--- config.mk ---
export PLATFORM = sky130hd
export DESIGN_NAME = operand_swap_stage
export DESIGN_NICKNAME = d
export VERILOG_FILES = /design/src/rtl/operand_swap_stage.sv
export SDC_FILE = /design/constraint.sdc
export NUM_CORES = 1
export LEC_CHECK = 0
export CAP_MARGIN = 25
export CORE_MARGIN = 2
export CORE_UTILIZATION = 54
export DETAILED_ROUTE_END_ITERATION = 6
export GPL_ROUTABILITY_DRIVEN = 0
export GPL_TIMING_DRIVEN = 0
export PLACE_DENSITY = 0.87
export SETUP_SLACK_MARGIN = 0.1
export SLEW_MARGIN = 20
export SYNTH_ARGS = -nofsm -noshare
export SYNTH_HDL_FRONTEND = slang
export SYNTH_SLANG_ARGS = --single-unit
--- constraint.sdc ---
create_clock -name clk -period 10.2 [get_ports clk]
set_clock_uncertainty 0.1 [all_clocks]
set_input_delay 2.04 -clock clk [delete_from_list [all_inputs] [get_ports clk]]
set_output_delay 2.04 -clock clk [all_outputs]
set_load 0.05 [all_outputs]
--- src/rtl/operand_swap_stage.sv ---
// Posit operand pre-stage: negates posit2 for subtraction, orders add/sub operands by
// magnitude, flags NaR/zero, and registers the result behind a one-entry valid/ready slot.
module operand_swap_stage #(
  parameter int N       = 16,
  parameter int OP_SIZE = 2
) (
  input  logic               clk,
  input  logic               rst,
  input  logic               in_valid,
  output logic               in_ready,
  input  logic [N-1:0]       posit1,
  input  logic [N-1:0]       posit2,
  input  logic [OP_SIZE-1:0] op,
  output logic               out_valid,
  input  logic               out_ready,
  output logic [N-1:0]       out_posit_a,
  output logic [N-1:0]       out_posit_b,
  output logic [OP_SIZE-1:0] out_op,
  output logic               out_sign_a,
  output logic               out_sign_b,
  output logic               out_swapped,
  output logic               out_nar,
  output logic [1:0]         out_zero
);

  localparam logic [N-1:0]       NAR    = {1'b1, {(N-1){1'b0}}};
  localparam logic [OP_SIZE-1:0] OP_ADD = OP_SIZE'(0);
  localparam logic [OP_SIZE-1:0] OP_SUB = OP_SIZE'(1);

  logic [N-1:0] b_eff;
  logic [N-1:0] mag1;
  logic [N-1:0] mag2;
  logic [N-1:0] a_nxt;
  logic [N-1:0] b_nxt;
  logic         add_sub;
  logic         swap;
  logic         accept;

  // Two's-complement negation maps NaR to NaR, so NaR's magnitude is 2^(N-1) unsigned.
  always_comb begin
    add_sub = (op == OP_ADD) || (op == OP_SUB);
    b_eff   = (op == OP_SUB) ? -posit2 : posit2;
    mag1    = posit1[N-1] ? -posit1 : posit1;
    mag2    = b_eff[N-1] ? -b_eff : b_eff;
    swap    = add_sub && (mag2 > mag1);
    a_nxt   = swap ? b_eff : posit1;
    b_nxt   = swap ? posit1 : b_eff;
  end

  assign in_ready = !out_valid || out_ready;
  assign accept   = in_valid && in_ready;

  always_ff @(posedge clk) begin
    if (rst) begin
      out_valid   <= 1'b0;
      out_posit_a <= '0;
      out_posit_b <= '0;
      out_op      <= '0;
      out_sign_a  <= 1'b0;
      out_sign_b  <= 1'b0;
      out_swapped <= 1'b0;
      out_nar     <= 1'b0;
      out_zero    <= '0;
    end else if (accept) begin
      out_valid   <= 1'b1;
      out_posit_a <= a_nxt;
      out_posit_b <= b_nxt;
      out_op      <= op;
      out_sign_a  <= a_nxt[N-1];
      out_sign_b  <= b_nxt[N-1];
      out_swapped <= swap;
      out_nar     <= (a_nxt == NAR) || (b_nxt == NAR);
      out_zero    <= {b_nxt == '0, a_nxt == '0};
    end else if (out_ready) begin
      out_valid   <= 1'b0;
    end
  end

endmodule
After elaboration in Yosys (flattened, before gate mapping)
Index checks and enable logic that the tools add are counted.
Storage, ports and cells
  flip-flop bits (word level): 41
  bits of input ports: 38
  output and inout bits: 42
Operators by class
  add/subtract/negate cells: 3
  $lt $le $gt $ge: 1
  equal/unequal tests: 3
  muxes and demuxes: 7
  reductions and logical operators: 10
Operators with widths (count)
  $mux W16: 5
  $neg A16 Y16: 3
  $eq A16 B16 Y1 const B: 2
  $logic_not A16 Y1: 2
  $gt A16 B16 Y1: 1
  $logic_or A1 B1 Y1: 3
  $eq A2 B1 Y1 const B: 1
  $logic_and A1 B1 Y1: 2
  $logic_not A2 Y1: 1
  $mux W1: 2
  $reduce_bool A2 Y1: 1
  $logic_not A1 Y1: 1

Depth between registers and ports, before layout
Gate-level depths: netlist of the first run.
  depth in word-level cells: 9
  gate-level depth with buffers: 20

Least setup slack after synthesis of the first run
OpenSTA, ideal clock, no wires.
  path type: in2reg
  from: input port posit2[4]
  to: register out_posit_b[0]
  library setup time: 91 ps
  data arrival time: 5838 ps
  required time: 10009 ps
  slack: 4171 ps
  stages: 16
  path through: or4_4 buf_6 nor2_1 a31oi_1 xnor2_1 clkbuf_1 a31oi_1 xnor2_1 ha_1 a21oi_1 o21ai_0 a221o_1 o31ai_1 clkbuf_1 nand2_1 a311oi_1
On the way
  word-level cells in the longest chain between the ends: 7
Ends and longest elaborated chain
  start: declaration: line 12  | input logic [N-1:0] posit2,
  $neg A16 Y16: line 42  | b_eff = (op == OP_SUB) ? -posit2 : posit2;
  $mux W16 (*): line 42
  $neg A16 Y16: line 44  | mag2 = b_eff[N-1] ? -b_eff : b_eff;
  $mux W16 (*): line 44
  $gt A16 B16 Y1 (*): line 45  | swap = add_sub && (mag2 > mag1);
  $logic_and A1 B1 Y1 (*): line 45
  $mux W16 (*): line 47  | b_nxt = swap ? posit1 : b_eff;
  end signal: assignment: line 67  | out_posit_b <= b_nxt;
  end: declaration: line 17  | output logic [N-1:0] out_posit_b,
Mark *: on every way between the ends. The rest lies on a longest branch, timed or not.
A chain may end at the register's enable or synchronous reset.

Worst setup path after layout of the first run
  from: input port posit2[8]
  to: register out_posit_a[1]
On the way
  word-level cells in the longest chain between the ends: 7
Ends and longest elaborated chain
  $neg A16 Y16: line 42
  $mux W16 (*): line 42
  $neg A16 Y16: line 44
  $mux W16 (*): line 44
  $gt A16 B16 Y1 (*): line 45
  $logic_and A1 B1 Y1 (*): line 45
  $mux W16 (*): line 46  | a_nxt = swap ? b_eff : posit1;
  end signal: assignment: line 66  | out_posit_a <= a_nxt;
  end: declaration: line 16  | output logic [N-1:0] out_posit_a,
Marked as above.

==> impl_metrics.py, run 1 <==
metrics = {
    "outcome": {
        "status": "finished, final reports clean",
    },
    "timing": {
        "tightest_slew_ns": 0.852,
        "min_period_ns": 7.38,
        "setup_viol": 0,
        "rsz0062_at_grt": "no",
        "final.setup.worst_slack_ns": 2.82,
        "fin_hold_ws_ns": 0.359,
        "max_clock_freq_ghz": 0.136,
        "maxSlewHeadroom_pct": 42.7,
        "finalSetupTns_ns": 0,
        "period_share_pct": 72.3,
        "hold_violations": 0,
        "slew_violations": 0,
    },
    "floorplan": {
        "core_area_um2": 5540,
        "fp-row-count": 27,
        "die_w_um": 80.0,
        "ios": 80,
        "die_area_um2": 6400,
        "start_util_pct": 56.3,
        "die_y_um": 80.0,
    },
    "power_and_ir_drop": {
        "leakagePower_nw": 1.54,
        "power.share.switching_pct": 39.0,
        "total_power_mw": 0.597,
        "comb_power_share_pct": 44.9,
        "seqPwrFrac_pct": 29.5,
        "vdd_ir_drop_max_mv": 0.119,
        "power_frac_clock_pct": 25.7,
        "powerDensity_nw_per_um2": 145,
        "p_int_mw": 0.364,
        "p_switching_mw": 0.233,
    },
    "synth": {
        "syn_area_um2": 3120,
        "synth-edff-count": 0,
        "yosys_warnings": 0,
        "synth_cell_type_count": 52,
        "yosysSeqAreaShare_pct": 25.1,
        "ys_top_cells_by_area": "dfxtp_1 25%, a21oi_1 10%, nand2_1 7.7%",
        "synth_top_area_share_pct": 25.1,
        "ys_ff_latch": 39,
        "postSynthAreaPerCell_um2": 7.64,
        "syn_inst": 408,
        "synth.net_count": 465,
        "synth_ff_type": "dfxtp_1",
        "async_flop_share_pct": 0,
        "synth_top_area_cell": "dfxtp_1",
    },
    "worst_setup_path": {
        "worstPathRequired_ns": 10.26,
        "r2r_start": "out_valid$_SDFFE_PP0P_",
        "startpoint_type": "primary input",
        "end_kind": "flop",
        "cp.arrival_ns": 7.44,
        "r2r-end": "out_posit_b[13]$_SDFFE_PP0P_",
        "r2r_slack_ns": 8.37,
        "cp_max_fo": 10,
        "path_class": "primary input to flop",
        "r2r_cells": 6,
    },
    "global_route": {
        "grt_pass1_wl_um": 14900,
        "gr-usage-all-layers_pct": 29.8,
        "grt_util_met2_pct": 50.1,
        "grt_max_degree": 13,
        "antenna_found_initial": 0,
        "grt_pass1_vias": 3107,
        "grt-busiest-layer": "met2",
        "use_met1_pct": 39.6,
        "grt.overflow.total": 0,
        "globalRouteMet3Util_pct": 4.41,
    },
    "hold_path": {
        "min_from": "out_posit_b[6]$_SDFFE_PP0P_",
        "hold_depth": 2,
        "worstHoldPathType": "flop to flop",
        "hold_end": "out_posit_b[6]$_SDFFE_PP0P_",
    },
    "clock_network": {
        "cts.path.max_buffers": 2,
        "cts.clk_slew.worst_paths_ns": 0.07,
        "ctsResizeCount": 0,
        "postCtsSetupBuffers": 0,
        "clkLatencyLatePin_ns": 0.29,
        "clock-sinks": 39,
        "cts_hold_repair.buffers": 0,
        "numCtsBuffers": 5,
        "cts-root-buf": "clkbuf_8",
        "cts_tree": "built",
        "htreeDepth": 2,
    },
    "finish": {
        "area_growth_syn_to_layout_pct": 32.2,
        "layout_common_cells": "78 x clkdlybuf4s50_1, 64 x nand2_1, 63 x a21oi_1",
        "multi_input_area_um2": 2180,
        "final_common_cell": "clkdlybuf4s50_1",
        "seqCellArea_um2": 781,
        "finalInstanceArea_um2": 4120,
        "nNetsFinal": 550,
        "finalNonFillerCells": 566,
        "antenna_cells": 0,
        "fill_cells": 444,
        "drive_above_1_share_pct": 5.47,
        "final_core_util_pct": 74.4,
    },
    "route": {
        "drt-wirelength-per-cell_um": 16.4,
        "vias": 3405,
        "ant_nets": 0,
        "first_pass_iters": 6,
        "remaining_drc_errors": 0,
        "viasPerCell": 6.02,
        "routed_wl_um": 9300,
        "drt_iter0_drc": 331,
    },
    "place": {
        "place_ws_ns": 2.67,
        "portBuffers": 78,
        "place_inst": 558,
        "hpwl_um": 7200,
        "placed_cell_area_um2": 3990,
    },
    "run": {
        "drv_cap": 0,
    },
}
-- cells by family (layout without fill, tap and decap cells) --
group,count (synthesis),count (layout),synth area share (%)
fa+ha+maj,19,19,7.63
buf+inv,34,120,5.10
mux,4,4,1.28
xor+xnor,41,41,11.8
flops,39,39,25.1
compound gates,128,128,25.8
simple gates,143,143,23.4
-- per-layer routing --
| layer | vias up | share of wire [%] |
|---|---|---|
| li1 | 1629 | - |
| met1 | 1566 | 41 |
| met2 | 177 | 48 |
| met3 | 33 | 8.1 |
| met4 | 0 | 2.2 |
| met5 | - | 0 |
-- worst max-delay path by stage --
stage,cells past startpoint,slack (ns),startpoint,endpoint
2_1_floorplan,16,4.17,posit2[4],out_posit_b[0]$_SDFFE_PP0P_
3_3_place_gp,17,2.81,posit2[8],out_posit_b[13]$_SDFFE_PP0P_
3_5_place_dp,18,2.67,posit2[8],out_posit_a[10]$_SDFFE_PP0P_
4_1_cts,18,3.01,posit2[8],out_posit_a[11]$_SDFFE_PP0P_
5_1_grt,19,2.48,posit2[4],out_posit_a[11]$_SDFFE_PP0P_
6_report,18,2.82,posit2[8],out_posit_a[1]$_SDFFE_PP0P_
-- power groups by stage --
stage               logic, mW  registers (mW)  clock network (mW)
global placement        0.255           0.178                   0
detailed placement      0.262           0.179                   0
finish                  0.268           0.176               0.153
floorplan               0.126           0.229                   0
global route            0.288           0.177               0.160
CTS                     0.264           0.176               0.152
-- critical path, cell delays in order --
cell and delay (ns):
clkdlybuf4s50_1 0.52, or4_4 0.61, nor4_2 0.24, a31oi_1 0.19, xnor2_1 0.58, clkbuf_1 0.43
a21oi_1 0.10, xnor2_1 0.16, ha_1 0.34, nand4_1 0.15, nor4_1 0.39, a21boi_0 0.40
o31a_1 0.19, clkbuf_1 0.27, clkbuf_1 0.40, a21oi_1 0.16, o21ai_0 0.16, a21oi_1 0.10
-- flip-flops by register name, indices dropped and copies added (netlist names) --
signal,flops
out_posit_a,16
out_op,2
out_posit_b,16
out_valid,1
out_nar,1
out_swapped,1
out_zero,2
-- cells in the mapped netlist (6+ instances only) --
cell       n
o21ai_0   20
dfxtp_1   39
xor2_1    18
o211ai_1  14
ha_1      19
a21oi_1   63
clkbuf_1  22
nand2_1   64
o31ai_1    8
nor2_1    25
inv_1      6
xnor2_1   22
-- final cells by class --
type                            instances  share of cell area [%]
Timing Repair Buffer                   78                    18.9
Clock inverter                          2                    1.46
Multi-Input combinational cell        335                    52.8
Tap cell                               72                    2.19
Buffer                                 28                    3.31
Sequential cell                        39                    18.9
Clock buffer                            6                    1.76
Inverter                                6                   0.547
Power figures use the tool's default switching activity.
==> run 2: changes to the inputs <==
Settings changed: CORE_UTILIZATION 54 to 45, PLACE_DENSITY 0.87 to 0.77.
Clock period 10.2 ns to 6.48 ns, I/O delays scaled along.
==> run 2 against run 1 <==
Effect of this change: wire length down 0.58%; flip-flop and latch count unchanged; non-clock buffer count unchanged; critical path type unchanged; global-route usage is 5.0 points lower; clock-buffer cell count unchanged; cell count grew 1.4%; power increased by 53%; sequential power is 57% higher; final area up 0.97%; highest routed layer unchanged.
==> impl_metrics.py, run 2 (same netlist as run 1, synthesis figures left out) <==
metrics = {
    "timing": {
        "hold_violations": 0,
        "slew_violations": 0,
        "maxSlewHeadroom_pct": 59.5,
        "tightest_slew_ns": 0.603,
        "min_period_ns": 6.05,
        "rsz0062_at_grt": "no",
        "setup_viol": 0,
        "finalSetupTns_ns": 0,
        "period_share_pct": 93.4,
        "max_clock_freq_ghz": 0.165,
    },
    "global_route": {
        "grt.overflow.total": 0,
        "grt_pass1_vias": 3291,
        "grt_pass1_wl_um": 15200,
        "gr-usage-all-layers_pct": 24.8,
        "grt_max_degree": 13,
        "antenna_found_initial": 0,
    },
    "worst_setup_path": {
        "path_class": "primary input to flop",
        "r2r_start": "out_valid$_SDFFE_PP0P_",
        "r2r_slack_ns": 4.62,
        "cp_max_fo": 10,
        "worst_path_max_delay_cell": "or3b_2",
        "worstPathRequired_ns": 6.55,
        "end_kind": "flop",
        "timing.critical_path.from": "posit2[0]",
        "path_cells": "clkdlybuf4s50_1 > inv_1 > ha_1 > or3b_2 > or4_1 > nand2_1 > a32oi_2 > nor2b_1 > a41oi_1 > xnor2_1 > ha_1 > nand4_1 > nor4_2 > a21boi_1 > o31a_1 > clkbuf_2 > clkbuf_2 > a21oi_1 > o21ai_0 > a21oi_1",
        "cp_top_family": "simple AND/OR/NAND/NOR gates",
        "r2r_cells": 6,
        "startpoint_type": "primary input",
        "path_buf_inv": 4,
        "r2r-end": "out_posit_b[12]$_SDFFE_PP0P_",
        "worstSetupEndpoint": "out_posit_a[3]$_SDFFE_PP0P_",
        "cp.arrival_ns": 6.12,
        "crit_cells": 20,
        "critical-path-max-stage-delay_ns": 0.51,
    },
    "clock_network": {
        "clkLatencyLatePin_ns": 0.29,
        "cts_tree": "built",
        "postCtsSetupBuffers": 0,
        "clock-sinks": 39,
        "cts.path.max_buffers": 2,
        "cts_hold_repair.buffers": 0,
        "cts-root-buf": "clkbuf_8",
        "ctsResizeCount": 3,
        "numCtsBuffers": 5,
        "cts.clk_slew.worst_paths_ns": 0.08,
        "htreeDepth": 2,
    },
    "finish": {
        "area_growth_syn_to_layout_pct": 33.5,
        "layout_common_cells": "78 x clkdlybuf4s50_1, 64 x nand2_1, 63 x a21oi_1",
        "reg_top3": "out_posit_a: 16 flops, out_posit_b: 16 flops",
        "antenna_cells": 0,
        "drive_above_1_share_pct": 8.10,
        "final_common_cell": "clkdlybuf4s50_1",
        "final_core_util_pct": 61.6,
        "nNetsFinal": 550,
    },
    "route": {
        "remaining_drc_errors": 0,
        "drt_iter0_drc": 180,
        "ant_nets": 0,
        "drt-wirelength-per-cell_um": 16.1,
        "first_pass_iters": 5,
        "routed_wl_um": 9240,
        "viasPerCell": 5.83,
        "vias": 3349,
    },
    "power_and_ir_drop": {
        "powerDensity_nw_per_um2": 220,
        "vdd_ir_drop_max_mv": 0.180,
        "leakagePower_nw": 1.57,
    },
    "outcome": {
        "status": "finished, final reports clean",
    },
    "floorplan": {
        "fp-row-count": 30,
        "ios": 80,
        "die_y_um": 87.2,
        "core_area_um2": 6760,
        "die_area_um2": 7610,
        "start_util_pct": 46.1,
        "die_w_um": 87.2,
    },
    "hold_path": {
        "worstHoldPathType": "flop to flop",
        "hold_depth": 2,
    },
    "place": {
        "hpwl_um": 7320,
        "portBuffers": 78,
    },
    "run": {
        "drv_cap": 0,
    },
}
-- run 2: changes by cell type in the layout (fill, tap and decap cells not counted), sizes merged --
| cell | previous run | this run |
|---|---|---|
| clkinv | 0 | 1 |
| bufinv | 2 | 1 |
-- run 2: layout make-up --
type	instances	area [µm²]
clock buffers	6	82.6
repair buffers	78	781
clock inverters	2	35.0
multi-input cells	335	2210
well taps	80	100
inverters	6	22.5
flip-flops and latches	39	781
plain buffers	28	144
fillers	628	2600
-- run 2: through the flow --
step / cells / power (mW) / setup WS (ns) / area, µm² / hold slack [ns]
2_1_floorplan: 408 / 0.559 / 1.19 / 3120 / 0.575
3_3_place_gp: 566 / 0.686 / -0.199 / 4000 / 0.346
3_5_place_dp: 566 / 0.695 / -0.278 / 4000 / 0.347
4_1_cts: 574 / 0.905 / 0.118 / 4130 / 0.357
5_1_grt: 574 / 0.963 / 0.102 / 4160 / 0.373
6_report: 574 / 0.913 / 0.425 / 4160 / 0.359
-- run 2: how the worst min path moves through the flow --
stage | from | to | slack, ns
5_1_grt | out_posit_a[6]$_SDFFE_PP0P_ | out_posit_a[6]$_SDFFE_PP0P_ | 0.37
6_report | out_posit_a[6]$_SDFFE_PP0P_ | out_posit_a[6]$_SDFFE_PP0P_ | 0.36
4_1_cts | out_posit_a[6]$_SDFFE_PP0P_ | out_posit_a[6]$_SDFFE_PP0P_ | 0.36
3_5_place_dp | out_posit_a[6]$_SDFFE_PP0P_ | out_posit_a[6]$_SDFFE_PP0P_ | 0.35
2_1_floorplan | out_op[0]$_SDFFE_PP0P_ | out_op[0]$_SDFFE_PP0P_ | 0.58
3_3_place_gp | out_posit_a[7]$_SDFFE_PP0P_ | out_posit_a[7]$_SDFFE_PP0P_ | 0.35
-- run 2: worst min-delay path, cell delays in order, from the launching register on --
cell and delay, ns:
dfxtp_1 0.31, nand2_1 0.05, a21oi_1 0.05
-- run 2: metal layers --
metal / GRT usage [%] / routed length (µm) / part of all wire, %
met5: 0 / 0 / 0
met2: 42.1 / 4400 / 48
met3: 3.51 / 513 / 5.6
met4: 7.83 / 245 / 2.7
met1: 32.6 / 4090 / 44
-- run 2: report_power, final --
part	internal [mW]	total, mW	switching [mW]
Clock	0.125	0.211	0.0865
Sequential	0.263	0.276	0.0133
Combinational	0.159	0.426	0.267
Total	0.547	0.913	0.366
==> run 3: changes to the inputs <==
Clock period 6.48 ns to 5.3 ns, I/O delays scaled along.
==> run 3 against run 2 <==
Effect of this change: flip-flop and latch count did not move; wire length increased by 11%; sequential share of layout area down 1.6 points; die area stayed put; critical path depth shrank 1; cell count grew 3.7%; global-route usage rose by 1.1 points; largest power group unchanged.
==> impl_metrics.py, run 3 (same netlist as run 1, synthesis figures left out) <==
metrics = {
    "outcome": {
        "status": "finished, final reports clean",
    },
    "floorplan": {
        "die_w_um": 87.2,
        "core_area_um2": 6760,
        "die_area_um2": 7610,
        "fp-row-count": 30,
        "ios": 80,
        "die_y_um": 87.2,
        "start_util_pct": 46.1,
    },
    "finish": {
        "final_core_util_pct": 67.4,
        "multi_input_area_um2": 2430,
        "fill_cells": 562,
        "antenna_cells": 0,
        "reg_top3": "out_posit_a: 16 flops, out_posit_b: 16 flops",
        "drive_above_1_share_pct": 20.6,
        "nNetsFinal": 571,
        "seqCellArea_um2": 781,
        "layout_common_cells": "63 x nand2_1, 63 x clkdlybuf4s50_1, 55 x a21oi_1",
        "area_growth_syn_to_layout_pct": 46.2,
    },
    "global_route": {
        "gr-usage-all-layers_pct": 26.0,
        "grt.overflow.total": 0,
        "grt_max_degree": 13,
        "grt_pass1_wl_um": 15800,
        "antenna_found_initial": 0,
        "grt_pass1_vias": 3412,
    },
    "worst_setup_path": {
        "end_kind": "flop",
        "r2r_cells": 6,
        "startpoint_type": "primary input",
        "cp_max_fo": 7,
        "path_class": "primary input to flop",
        "cp.arrival_ns": 5.17,
        "r2r-end": "out_posit_b[13]$_SDFFE_PP0P_",
        "r2r_start": "out_valid$_SDFFE_PP0P_",
        "worstPathRequired_ns": 5.40,
        "r2r_slack_ns": 3.44,
    },
    "timing": {
        "fin_hold_ws_ns": 0.359,
        "finalSetupTns_ns": 0,
        "setup_viol": 0,
        "slew_violations": 0,
        "min_period_ns": 5.07,
        "period_share_pct": 95.6,
        "maxSlewHeadroom_pct": 63.5,
        "final.setup.worst_slack_ns": 0.231,
        "tightest_slew_ns": 0.547,
        "hold_violations": 0,
        "rsz0062_at_grt": "no",
        "max_clock_freq_ghz": 0.197,
    },
    "route": {
        "drt-wirelength-per-cell_um": 17.2,
        "ant_nets": 0,
        "drt_iter0_drc": 211,
        "viasPerCell": 5.91,
        "routed_wl_um": 10200,
        "first_pass_iters": 5,
        "vias": 3518,
        "remaining_drc_errors": 0,
    },
    "power_and_ir_drop": {
        "leakagePower_nw": 1.80,
        "vdd_ir_drop_max_mv": 0.220,
        "powerDensity_nw_per_um2": 261,
    },
    "clock_network": {
        "numCtsBuffers": 5,
        "cts.path.max_buffers": 2,
        "cts.clk_slew.worst_paths_ns": 0.08,
        "cts-root-buf": "clkbuf_8",
        "cts_hold_repair.buffers": 0,
        "cts_tree": "built",
        "htreeDepth": 2,
        "clock-sinks": 39,
        "clkLatencyLatePin_ns": 0.29,
    },
    "place": {
        "place_ws_ns": -1.22,
        "portBuffers": 78,
        "hpwl_um": 7320,
    },
    "hold_path": {
        "hold_end": "out_posit_a[6]$_SDFFE_PP0P_",
        "hold_depth": 2,
        "min_from": "out_posit_a[6]$_SDFFE_PP0P_",
        "worstHoldPathType": "flop to flop",
    },
    "run": {
        "drv_cap": 0,
    },
}
## run 3: where the power goes
part	internal, mW	switching, mW	total [mW]
clock	0.152	0.105	0.257
sequential	0.322	0.0164	0.338
combinational	0.233	0.362	0.595
## run 3: how the worst max path moves through the flow
stage / from / end / slack (ns) / depth (start not counted)
floorplan: posit2[4] / out_posit_b[0]$_SDFFE_PP0P_ / 0.25 / 16
global placement: posit2[8] / out_posit_b[5]$_SDFFE_PP0P_ / -1.14 / 17
detailed placement: posit2[8] / out_posit_b[12]$_SDFFE_PP0P_ / -1.22 / 17
CTS: posit2[4] / out_posit_a[12]$_SDFFE_PP0P_ / 0.10 / 20
global route: posit2[8] / out_posit_a[12]$_SDFFE_PP0P_ / 0.04 / 20
finish: posit2[4] / out_zero[1]$_SDFFE_PP0P_ / 0.23 / 19
## run 3: routing by layer
metal / up-vias / global-route usage [%] / part of all wire (%) / routed length [µm]
li1: 1662 / - / - / -
met1: 1672 / 34.0 / 43 / 4370
met2: 161 / 44.3 / 49 / 5040
met3: 23 / 3.60 / 6.0 / 610
met4: 0 / 7.83 / 2.1 / 211
met5: - / 0 / 0 / 0
## run 3: worst max-delay path, cell delays in order
cell and delay [ns]:
clkbuf_2 0.12, or4_4 0.54, buf_6 0.15, or4_4 0.51, nand2_2 0.10, a32oi_4 0.15
nor3b_4 0.22, a21oi_2 0.08, xor2_1 0.14, ha_1 0.33, buf_4 0.15, a21oi_1 0.11
nand2_1 0.07, a221o_1 0.38, o31a_1 0.31, clkbuf_8 0.17, nor2_1 0.15, nand4b_1 0.15
a211oi_2 0.26
## run 3: stage by stage
| step | std cells | instance area [µm²] | power, mW |
|---|---|---|---|
| 2_1_floorplan | 408 | 3120 | 0.684 |
| 3_3_place_gp | 566 | 4000 | 0.838 |
| 3_5_place_dp | 566 | 4000 | 0.850 |
| 4_1_cts | 584 | 4390 | 1.15 |
| 5_1_grt | 595 | 4560 | 1.25 |
| 6_report | 595 | 4560 | 1.19 |
## run 3: final cells by class
cell class	instances	area share, %
Buffer	28	4.15
Clock buffer	6	1.81
Clock inverter	2	0.769
Inverter	6	0.494
Multi-Input combinational cell	335	53.4
Sequential cell	39	17.1
Tap cell	80	2.20
Timing Repair Buffer	99	20.0
## run 3: what timing repair did
action	CTS	global route
endpoints found under the hold margin	0	0
pin swaps	12	19
setup buffers	10	11
setup endpoints to repair	35	35
cloned	0	0
resized for setup	59	54
==> RTL edit 1 (settings of run 2) <==
Change the parameter `OP_SIZE` from 2 to 4.
--- a/src/rtl/operand_swap_stage.sv
+++ b/src/rtl/operand_swap_stage.sv
@@ -2,7 +2,7 @@
 // magnitude, flags NaR/zero, and registers the result behind a one-entry valid/ready slot.
 module operand_swap_stage #(
   parameter int N       = 16,
-  parameter int OP_SIZE = 2
+  parameter int OP_SIZE = 4
 ) (
   input  logic               clk,
   input  logic               rst,
Interface: changed (resized op and out_op); port bits go from 80 to 84. The function was not compared with the original's and may differ.
==> RTL edit 1 against run 2 <==
  * Hold slack gained 0.0027 ns
  * Count of clock-buffer cells in the layout is the same
  * Sequential power grew 1%
  * Area after synthesis grew 7.1%
  * Die area grew 6.8%
  * Combinational power shrank 20%
  * Highest routed layer unchanged
  * Design area grew 6.6%
  * Setup slack gained 0.027 ns
  * Largest power group unchanged
  * Routed wire length grew 14%
  * Sequential cell count grew 2
  * Power shrank 8.0%
  * Critical path depth shrank 2
==> RTL edit 1: results (changes against run 2) <==
stage,metric,value,unit,change
status,status,"finished, final reports clean",,
yosys,synth_fp_nets,486,,+4.5%
yosys,synth.area.top_cells,"dfxtp_1, ha_1, a21oi_1",,
routing,wl_per_cell,17.2,um,+6.9%
global_route,grt_pass1_wl,16900,um,+12%
global_route,use_met3,0.0411,,+0.00600
final_layout,fin_cells,614,,+7.0%
yosys,yosysUniqueCellTypes,58,,+12%
power,leakage,1.59,nW,+1.8%
placement,dp_hpwl,8410,um,+15%
routing,wl_met3,808,um,+58%
timing,hold_ws,0.362,ns,+0.00266 ns
final_layout,num-nets-final,573,,+4.2%
setup_path,critPathMaxStageDelay,0.71,ns,+0.20 ns
routing,dr.first_iter.drc_count,289,,+61%
global_route,grt_util_met1,0.327,,+0.00119
final_layout,top_regs,"out_posit_a: 16 flops, out_posit_b: 16 flops, out_op: 4 flops",,
routing,wl_met2,5160,um,+17%
global_route,use_met2,0.445,,+0.0243
timing,worstMarginPinSlew,0.828,ns,+0.225 ns
routing,vias_per_cell,5.96,,+2.2%
routing,met1_length,4430,um,+8.3%
yosys,synth_top_area_share,0.246,,-0.00472
setup_path,cp_slowest_cell,nor4b_2,,
global_route,grt_pass1_vias,3400,,+3.3%
global_route,grt_use_total,0.254,,+0.00538
timing,finalWorstSetupSlack,0.452,ns,+0.0272 ns
final_layout,fillers,663,,+5.6%
final_layout,layout-drive-gt1-share,0.0660,,-0.0150
yosys,avgSynthCellArea,7.82,um^2,+2.4%
power,ir_worst_vdd,0.000137,V,-24%
setup_path,cp_data_arrival_time,6.13,ns,about the same
setup_path,rrSetupSlack,4.34,ns,-0.28 ns
yosys,synthTopCellsByCount,"a21oi_1, dfxtp_1, nand2_1",,
global_route,grt_max_degree,14,,+1
==> RTL edit 1: power groups by stage <==
| stage | logic [mW] | clock network (mW) | registers [mW] |
|---|---|---|---|
| after floorplan | 0.154 | 0 | 0.348 |
| after global placement | 0.323 | 0 | 0.286 |
| after detailed placement | 0.333 | 0 | 0.286 |
| after CTS | 0.335 | 0.219 | 0.280 |
| after global routing | 0.365 | 0.229 | 0.282 |
| final | 0.340 | 0.220 | 0.280 |
==> RTL edit 1: repair_timing <==
item                                    in CTS  in global routing
pin swaps                                    0                  0
endpoints found under the setup margin       1                 25
gates resized for setup                      1                 15
==> RTL edit 1: final cells by class <==
class,instances,area (um^2),area share
flip-flops and latches,41,821,0.185
inverters,11,41.3,0.00931
well taps,99,124,0.0279
clock buffers,6,82.6,0.0186
multi-input cells,342,2380,0.537
repair buffers,80,801,0.181
clock inverters,2,37.5,0.00847
plain buffers,33,146,0.0330
==> RTL edit 1: final timing paths <==
path                            startpoint              to  cells past startpoint
worst min-delay path             out_op[0]       out_op[0]                      2
worst min register to register   out_op[0]       out_op[0]                      2
worst max register to register   out_valid  out_posit_b[2]                      7
worst max-delay path                 op[1]  out_posit_a[0]                     18
==> RTL edit 1: kinds of logic after synthesis <==
| kind of cell | synth area share |
|---|---|
| multiplexers | 0.00300 |
| AO/OA/AOI/OAI | 0.229 |
| buffers and inverters | 0.0543 |
| XOR/XNOR | 0.110 |
| adder cells (fa/ha/maj) | 0.0712 |
| AND/OR/NAND/NOR | 0.287 |
| flip-flops | 0.246 |
==> RTL edit 1: per-stage QoR <==
stage,utilization,area (um^2)
finish,0.614,4430
global route,0.614,4430
CTS,0.610,4400
detailed placement,0.592,4270
global placement,0.591,4260
floorplan,-,3340
==> RTL edit 2 (flow settings as in run 2) <==
Made on the original files. Reset style: asynchronous (`rst`), changed in one clocked block.
--- a/src/rtl/operand_swap_stage.sv
+++ b/src/rtl/operand_swap_stage.sv
@@ -50,7 +50,7 @@
   assign in_ready = !out_valid || out_ready;
   assign accept   = in_valid && in_ready;
 
-  always_ff @(posedge clk) begin
+  always_ff @(posedge clk or posedge rst) begin
     if (rst) begin
       out_valid   <= 1'b0;
       out_posit_a <= '0;
Formal check against the unedited RTL: differs if rst is asserted again (counterexample within 4 cycles, from zero or initial values and one cycle with rst high); with rst held inactive, the same outputs for 10 cycles.
==> RTL edit 2 against run 2 <==
  * Routed wire length shrank 5.0%
  * Power is 21% higher
  * Area after synthesis grew 3.1%
  * Sequential cell count did not move
  * Setup slack better by 0.017 ns
  * Global-route usage down 2.0 points
  * Design area increased by 2.6%
  * Register-to-register slack about the same
  * Critical endpoint is now out_nar
  * Largest cell class unchanged
==> RTL edit 2: results (changes against run 2) <==
stage,metric,value,unit,change
setup_path,rr_endpoint,out_posit_a[15],,
placement,dp_hpwl,7060,um,-3.6%
timing,hold_ws,0.383,ns,+0.0234 ns
final_layout,final-clk-cell-share,0.0264,,-0.00189
routing,dr.first_iter.drc_count,309,,+72%
yosys,ys_seq_area_frac,0.304,,+0.0534
final_layout,buffers,97,,-8.5%
yosys,synthTopCellsByCount,"nand2_1, o21ai_0, dfrtp_1",,
status,status,"finished, final reports clean",,
hold_path,hold_start,out_posit_b[14],,
placement,port-buffer-count,77,,-1.3%
routing,met1_length,3920,um,-4.0%
global_route,grt_util_met1,0.301,,-0.0243
final_layout,fillers,605,,-3.7%
routing,wl_per_cell,15.7,um,-2.6%
global_route,grt_pass1_vias,2951,,-10%
setup_path,cp_data_arrival_time,6.09,ns,-0.03 ns
power,leakage,1.77,nW,+13%
routing,wl_met2,4190,um,-4.6%
setup_path,cp_max_fo,9,,-1
final_layout,multi_input_area_share,0.505,,-0.0275
global_route,use_met2,0.391,,-0.0303
hold_path,hold_path_end,out_posit_b[14],,
global_route,grt_pass1_wl,14100,um,-7.2%
yosys,async_reset_ff_frac,1.00,,+1.00
setup_path,r2r_cells,4,,-2
==> RTL edit 2: cell count changes after synthesis, moves of 5 or more <==
cell / delta
clkbuf_1: -9
dfxtp_1: -39
mux2_2: +7
mux2i_1: +15
o211ai_1: -14
dfrtp_1: +39
a21oi_1: -39
nand2_1: -10
o21ai_0: +23
xnor2_1: -5
==> RTL edit 2: critical path, cell delays in order <==
cell,delay (ns)
clkdlybuf4s50_1,0.51
nor2b_2,0.36
mux2_2,0.44
or3_1,0.41
or4_1,0.48
clkbuf_1,0.20
o21ai_0,0.23
xnor2_1,0.09
ha_1,0.33
nand4_1,0.14
nor4_2,0.32
a21boi_2,0.26
o31a_1,0.15
buf_2,0.21
mux2_2,0.40
o2111ai_1,0.13
o311ai_2,0.13
==> RTL edit 2: repair_timing <==
| action | CTS | global route |
|---|---|---|
| setup endpoints to repair | 30 | 36 |
| pin swaps | 0 | 1 |
| resized for setup | 6 | 11 |
==> RTL edit 2: per-stage QoR <==
step,TNS [ns],area (um^2),worst slack [ns],std cells
floorplan,0,3210,0.851,378
global placement,-7.89,4100,-0.486,551
detailed placement,-10.17,4120,-0.557,552
CTS,0,4250,0.137,560
global route,0,4270,0.171,560
finish,0,4270,0.442,560
==> RTL edit 2: kinds of logic (layout without fill, tap and decap cells) <==
logic type / Yosys count / count (layout) / share of synthesized area
simple gates: 135 / 135 / 0.215
mux: 26 / 26 / 0.0838
fa+ha+maj: 19 / 19 / 0.0740
buf+inv: 25 / 111 / 0.0323
compound gates: 94 / 94 / 0.180
xor+xnor: 40 / 40 / 0.111
flops: 39 / 39 / 0.304
==> RTL edit 2: where the power goes <==
part	total (mW)	internal [mW]	switching (mW)
logic	0.587	0.213	0.374
registers	0.316	0.290	0.0261
clock network	0.206	0.115	0.0913
